--- config.mk ---
export PLATFORM = sky130hd
export DESIGN_NAME = decode_24_flat
export DESIGN_NICKNAME = d
export VERILOG_FILES = /design/src/rtl/decode_24_if.sv /design/src/rtl/decode_24.sv /design/src/flat_wrapper.sv
export SDC_FILE = /design/constraint.sdc
export NUM_CORES = 1
export LEC_CHECK = 0
export ABC_AREA = 1
export CORE_ASPECT_RATIO = 1.4
export CORE_MARGIN = 4
export CORE_UTILIZATION = 35
export DETAILED_ROUTE_END_ITERATION = 6
export GPL_TIMING_DRIVEN = 0
export PLACE_DENSITY = 0.65
export SYNTH_ARGS = -nofsm -noshare
export SYNTH_HDL_FRONTEND = slang
export SYNTH_SLANG_ARGS = --single-unit
--- constraint.sdc ---
create_clock -name CLK -period 3.94 [get_ports CLK]
set_input_delay 0.591 -clock CLK [delete_from_list [all_inputs] [get_ports CLK]]
set_output_delay 0.591 -clock CLK [all_outputs]
set_load 0.01 [all_outputs]
--- src/rtl/decode_24_if.sv ---
// decode_24_if: signal bundle between the control/ALU side and the next-PC unit.
//
// Signals:
//   CurrentPC    [63:0]  address of the instruction being executed
//   SignExtImm64 [63:0]  sign-extended branch offset in instruction words
//   Branch               conditional branch (CBZ) control
//   ALUZero              ALU zero flag
//   Uncondbranch         unconditional branch (B) control
//   NextPC       [63:0]  combinational next fetch address
//   BranchTaken          1 when NextPC is the branch target
//   PCReg        [63:0]  registered NextPC (current fetch address)
//   TakenCount   [31:0]  saturating count of taken branches
//
// Modports:
//   master  drives the controls/operands and observes the results
//   slave   the next-PC unit itself
interface decode_24_if;
    logic [63:0] CurrentPC;
    logic [63:0] SignExtImm64;
    logic        Branch;
    logic        ALUZero;
    logic        Uncondbranch;
    logic [63:0] NextPC;
    logic        BranchTaken;
    logic [63:0] PCReg;
    logic [31:0] TakenCount;

    modport master (
        output CurrentPC, SignExtImm64, Branch, ALUZero, Uncondbranch,
        input  NextPC, BranchTaken, PCReg, TakenCount
    );

    modport slave (
        input  CurrentPC, SignExtImm64, Branch, ALUZero, Uncondbranch,
        output NextPC, BranchTaken, PCReg, TakenCount
    );
endinterface

--- src/rtl/decode_24.sv ---
// decode_24: next-PC computation and PC register for the 64-bit single-cycle
// LEGv8 datapath.
//
// NextPC = Taken ? CurrentPC + (SignExtImm64 << 2) : CurrentPC + 4, where
// Taken = Uncondbranch | (Branch & ALUZero). All additions wrap modulo 2^64.
// NextPC/BranchTaken are purely combinational; PCReg holds NextPC after each
// rising CLK edge (RESET_PC under reset).
//
// Ports:
//   CLK    system clock, rising edge
//   Reset  synchronous, active-high reset
//   bus    decode_24_if.slave (operands, controls, NextPC, BranchTaken,
//          PCReg, TakenCount)
//
// Parameters:
//   RESET_PC  value loaded into PCReg by reset
//
// Build option:
//   DECODE24_STATS_EN  when defined, TakenCount is a saturating 32-bit count
//                      of taken branches; otherwise it is tied to 0.
module decode_24 #(
    parameter logic [63:0] RESET_PC = 64'h0
) (
    input  logic        CLK,
    input  logic        Reset,
    decode_24_if.slave  bus
);

    logic        taken;
    logic [63:0] target;
    logic [63:0] sequential;
    logic [63:0] next_pc;
    logic [63:0] pc_reg;

    always_comb begin
        taken      = bus.Uncondbranch | (bus.Branch & bus.ALUZero);
        // Word offset to byte offset; the top two bits fall off.
        target     = bus.CurrentPC + {bus.SignExtImm64[61:0], 2'b00};
        sequential = bus.CurrentPC + 64'd4;
        next_pc    = taken ? target : sequential;
    end

    assign bus.NextPC      = next_pc;
    assign bus.BranchTaken = taken;

    always_ff @(posedge CLK) begin
        if (Reset) begin
            pc_reg <= RESET_PC;
        end else begin
            pc_reg <= next_pc;
        end
    end

    assign bus.PCReg = pc_reg;

`ifdef DECODE24_STATS_EN
    logic [31:0] taken_count;

    // Holds at all-ones instead of wrapping back to zero.
    always_ff @(posedge CLK) begin
        if (Reset) begin
            taken_count <= '0;
        end else if (taken && (taken_count != '1)) begin
            taken_count <= taken_count + 32'd1;
        end
    end

    assign bus.TakenCount = taken_count;
`else
    assign bus.TakenCount = '0;
`endif

endmodule

--- src/flat_wrapper.sv ---
// flat-port wrapper written by rule: the top's interface ports become plain ports
module decode_24_flat 
#(
    parameter logic [63:0] RESET_PC = 64'h0
)
  (CLK, Reset, bus_CurrentPC, bus_SignExtImm64, bus_Branch, bus_ALUZero, bus_Uncondbranch, bus_NextPC, bus_BranchTaken, bus_PCReg, bus_TakenCount);
  decode_24_if bus_i ();
  input  logic CLK;
  input  logic Reset;
  input wire logic [$bits(bus_i.CurrentPC)-1:0] bus_CurrentPC;
  input wire logic [$bits(bus_i.SignExtImm64)-1:0] bus_SignExtImm64;
  input wire logic [$bits(bus_i.Branch)-1:0] bus_Branch;
  input wire logic [$bits(bus_i.ALUZero)-1:0] bus_ALUZero;
  input wire logic [$bits(bus_i.Uncondbranch)-1:0] bus_Uncondbranch;
  output wire logic [$bits(bus_i.NextPC)-1:0] bus_NextPC;
  output wire logic [$bits(bus_i.BranchTaken)-1:0] bus_BranchTaken;
  output wire logic [$bits(bus_i.PCReg)-1:0] bus_PCReg;
  output wire logic [$bits(bus_i.TakenCount)-1:0] bus_TakenCount;
  assign bus_i.CurrentPC = bus_CurrentPC;
  assign bus_i.SignExtImm64 = bus_SignExtImm64;
  assign bus_i.Branch = bus_Branch;
  assign bus_i.ALUZero = bus_ALUZero;
  assign bus_i.Uncondbranch = bus_Uncondbranch;
  assign bus_NextPC = bus_i.NextPC;
  assign bus_BranchTaken = bus_i.BranchTaken;
  assign bus_PCReg = bus_i.PCReg;
  assign bus_TakenCount = bus_i.TakenCount;
  decode_24 #(.RESET_PC(RESET_PC)) u_core (.CLK(CLK), .Reset(Reset), .bus(bus_i));
endmodule
# Word level (Yosys, flattened, before mapping)
# Index checks and enable logic that the tools add are counted.
[op_classes] mux=1 add_sub_neg=2 order_cmp=0 div=0 bitwise_logic=2 n_shift=0 eq_ne=0 mul=0 n_reduce_logical=0
[ops] cell="$add 64x3->64 const B" count=1
[ops] cell="$add 64x64->64" count=1
[ops] cell="$mux 64" count=1
[ops] cell="$and 1x1->1" count=1
[ops] cell="$or 1x1->1" count=1
[word_totals] latch_bits=0 inputBits=133 mem_bits_ro=0 register_bits=64 n_memories=0 ram_bits=0

# Logic depth before layout (Yosys ltp)
[logic_depth] word_depth=3 ltp_mapped=20

# Worst setup path before layout
# Ideal clock, no wire load.
[synth_path] kind="input -> output" startpoint="in bus_Branch" endpoint="out bus_NextPC[48]" path_buffers=1 stages=20 arrival_time_ps=2881 required_time_ps=3349 setup_slack_ps=468 path_cell_list="nand2_1 -> inv_1 -> nor2_1 -> clkbuf_1 -> or2_2 -> ha_1 -> inv_1 -> fa_1 -> inv_1 -> nand3_1 -> nand2_1 -> nand2_1 -> nand2_1 -> nand2_1 -> nand2_1 -> nand3_1 -> nand3_1 -> nand2_1 -> nand2_1 -> inv_1"
[synth_between] elab_chain_len=3
[synth_rtl] element="start, declared" line="flat_wrapper.sv:12" text="input wire logic [$bits(bus_i.Branch)-1:0] bus_Branch;"
[synth_rtl] element="$and 1x1->1" line="decode_24.sv:36" text="taken = bus.Uncondbranch | (bus.Branch & bus.ALUZero);"
[synth_rtl] element="$or 1x1->1" line="decode_24.sv:36"
[synth_rtl] element="$mux 64" line="decode_24.sv:40" text="next_pc = taken ? target : sequential;"
[synth_rtl] element="end, declared" line="flat_wrapper.sv:15" text="output wire logic [$bits(bus_i.NextPC)-1:0] bus_NextPC;"
# Every way passes these cells.

# Worst setup path in the final report
[layout_path] startpoint="in bus_ALUZero" endpoint="out bus_NextPC[52]"
[layout_between] elab_chain_len=3
[layout_rtl] element="start, declared" line="flat_wrapper.sv:13" text="input wire logic [$bits(bus_i.ALUZero)-1:0] bus_ALUZero;"
[layout_rtl] element="$and 1x1->1" line="decode_24.sv:36"
[layout_rtl] element="$or 1x1->1" line="decode_24.sv:36"
[layout_rtl] element="$mux 64" line="decode_24.sv:40"
# Every way passes these cells.

==> flow_summary.yaml <==
logic_synthesis:
  synth_top_area_cell: "nand2_1"
  netlist.area_leader.share_pct: 26.9
  synth_seq_cells: 64
  async_flop_share_pct: 0
  yosysSeqAreaShare_pct: 15.6
  ys_warn_count: 0
  ys_types: 31
  syn_avg_cell_area_um2: 5.19
  syn_inst: 1579
  synth.cell_area_um2: 8200
  synth_edf_count: 0
  synth_area_leaders: "nand2_1, inv_1, dfxtp_1"
  dominantRegCellSynth: "dfxtp_1"
sta:
  fin_crit_sh_pct: 99.9
  rsz0062_at_grt: "yes"
  drv_slew: 0
  timing.final.hold_violations: 0
  slew_headroom_pct: 49.9
  setup_tns_ps: 0
  timing.hold.ws_ps: 754
  finalSetupViolations: 0
  setup_ws_ps: 2.35
  max_slew.worst_pin.slew_ps: 752
  fmax_mhz: 254
  period_minus_slack_ps: 3940
global_route:
  grt_use_total_pct: 24.0
  grt_max_degree: 14
  first_global_vias: 9530
  grt_pass1_wl_um: 48100
  overflow: 0
  antenna_found_initial: 0
worst_setup_path:
  critPathMaxStageDelay_ps: 360
  crit_top_cell: "nand2_1"
  cp-start-kind: "input pin"
  timing.critical_path.cells: "dlygate4sd2_1 > nand2_1 > inv_2 > nor2_4 > buf_12 > clkbuf_16 > nor2_1 > ha_2 > nand2_2 > nor2_1 > inv_2 > nor3_4 > nand2_1 > nor2_2 > nand2_2 > nand2_1 > nand2_1 > nand2_2 > inv_1 > dlygate4sd2_1"
  worstPathMaxFanout: 10
  worst-setup-path-type: "in2out"
  critical_path.slowest_cell: "ha_2"
  arrival_ps: 3350
  cp-end-kind: "output pin"
  cp.required_ps: 3350
flow_run:
  maxCapViolCount: 0
cells_and_area:
  seqCellArea_um2: 1280
  drive_above_1_share_pct: 20.9
  final_nets: 2125
  layout_commonest_cell: "nand2_1"
  largest_reg_flops: 64
  design_area_um2: 13300
  area_growth_syn_to_layout_pct: 62.7
  fillers: 2297
  final_cell_mix: "nand2_1, inv_1, clkdlybuf4s50_1"
  n_antenna_cell: 0
  multi_input_area_um2: 6490
  utilization_pct: 57.7
  finalNonFillerCells: 2241
clock_tree:
  cts.reportedPaths.clkPinSlew_ps: 60
  clock_sinks: 64
  postCtsHoldBufs: 0
  cts_root_buf: "clkbuf_16"
  clockBufferDepth: 2
  cts_made_buffers: 9
  htree_num_levels: 3
  cts_tree: "done"
power:
  intPower_mw: 2.22
  p_leak_nw: 7.53
  seqPwrFrac_pct: 20.1
  power_mw: 3.75
  power_frac_clock_pct: 22.8
  combPwrFrac_pct: 57.1
  cellPowerDensity_nw_per_um2: 282
  switching_share_pct: 40.9
  power_switching_mw: 1.53
  peakVddDrop_mv: 0.180
floorplan:
  die_h_um: 189
  ios: 294
  core-area_um2: 23100
  dieArea_um2: 26000
  die_w_um: 137
  rows: 66
  initial_core_util_pct: 35.4
place:
  port_buffers: 258
  dp_hpwl_um: 27100
  place_ws_ps: -1970
  gp_congestion: 0.974
  placed_cells: 2174
  dpl-instance-area_um2: 11300
routing:
  first_pass_iters: 5
  wl_per_cell_um: 14.3
  routed_via_density: 4.42
  ant_nets: 0
  post-route-drc-count: 0
  vias: 9903
  drt_wl_total_um: 32000
  first_iter_violations: 479
run_status:
  status: "finished, final reports clean"
hold_path:
  hp-class: "in2reg"
## area by class of cell
type / instances / area share, %
tap: 306 / 2.87
buffer: 47 / 2.85
clock inverter: 7 / 0.591
inverter: 414 / 11.7
sequential: 64 / 9.61
multi-input combinational: 1085 / 48.7
timing repair buffer: 309 / 22.1
clock buffer: 9 / 1.69
## Yosys cell counts (2+ instances only)
| library cell | instances |
|---|---|
| inv_1 | 413 |
| o21ai_0 | 3 |
| nor2b_1 | 6 |
| o21bai_1 | 9 |
| nand2_1 | 588 |
| nand4_1 | 6 |
| xor2_2 | 5 |
| or2_2 | 3 |
| nor3_2 | 5 |
| a21oi_1 | 43 |
| buf_4 | 34 |
| dfxtp_1 | 64 |
| nor2_2 | 7 |
| clkbuf_1 | 11 |
| nor2_1 | 207 |
| xnor2_1 | 22 |
| ha_1 | 61 |
| nand3_1 | 36 |
| nand3_2 | 2 |
| xor2_1 | 4 |
| nand3b_1 | 16 |
| buf_1 | 2 |
| nand2_2 | 14 |
| nor3_1 | 11 |
## routing by layer
| metal | wire length, um | track usage (%) | up-vias |
|---|---|---|---|
| met5 | 0 | 0 | - |
| met3 | 1430 | 2.15 | 79 |
| li1 | - | - | 5185 |
| met1 | 11500 | 23.8 | 4330 |
| met4 | 1840 | 12.2 | 0 |
| met2 | 17300 | 47.8 | 309 |
## repair_timing
| action | in CTS | in global routing |
|---|---|---|
| pin swaps | 54 | 41 |
| setup endpoints to repair | 111 | 52 |
| endpoints found under the hold margin | 0 | 0 |
| gates cloned | 0 | 0 |
| buffers inserted | 36 | 15 |
| gates resized for setup | 244 | 188 |
## power groups by stage
stage / registers [mW] / logic, mW / clock network [mW]
2_1_floorplan: 0.819 / 0.923 / 0
3_3_place_gp: 0.768 / 1.85 / 0
3_5_place_dp: 0.771 / 1.86 / 0
4_1_cts: 0.756 / 2.01 / 0.869
5_1_grt: 0.764 / 2.33 / 0.896
6_report: 0.755 / 2.14 / 0.854
## worst max-delay path, delay by kind of cell
family        cells  cell delay, ps
fa+ha+maj         1             360
simple gates     12            1360
buf+inv           7            1010
## logic make-up after synthesis
| logic type | after synthesis | synth area share, % |
|---|---|---|
| and+or+nand+nor | 903 | 44.5 |
| buffers and inverters | 461 | 22.7 |
| DFF | 64 | 15.6 |
| adders and majority gates | 62 | 9.56 |
| AOI/OAI and AO/OA | 57 | 3.80 |
| xor gates and xnor gates | 31 | 3.77 |
| other | 1 | 0.0458 |
## final timing paths
check	slack [ps]	start	to	cells after the start
max	2	bus_ALUZero	bus_NextPC[52]	20
min	750	Reset	u_core.bus.PCReg[28]	2
(Power assumes the default switching activity.)
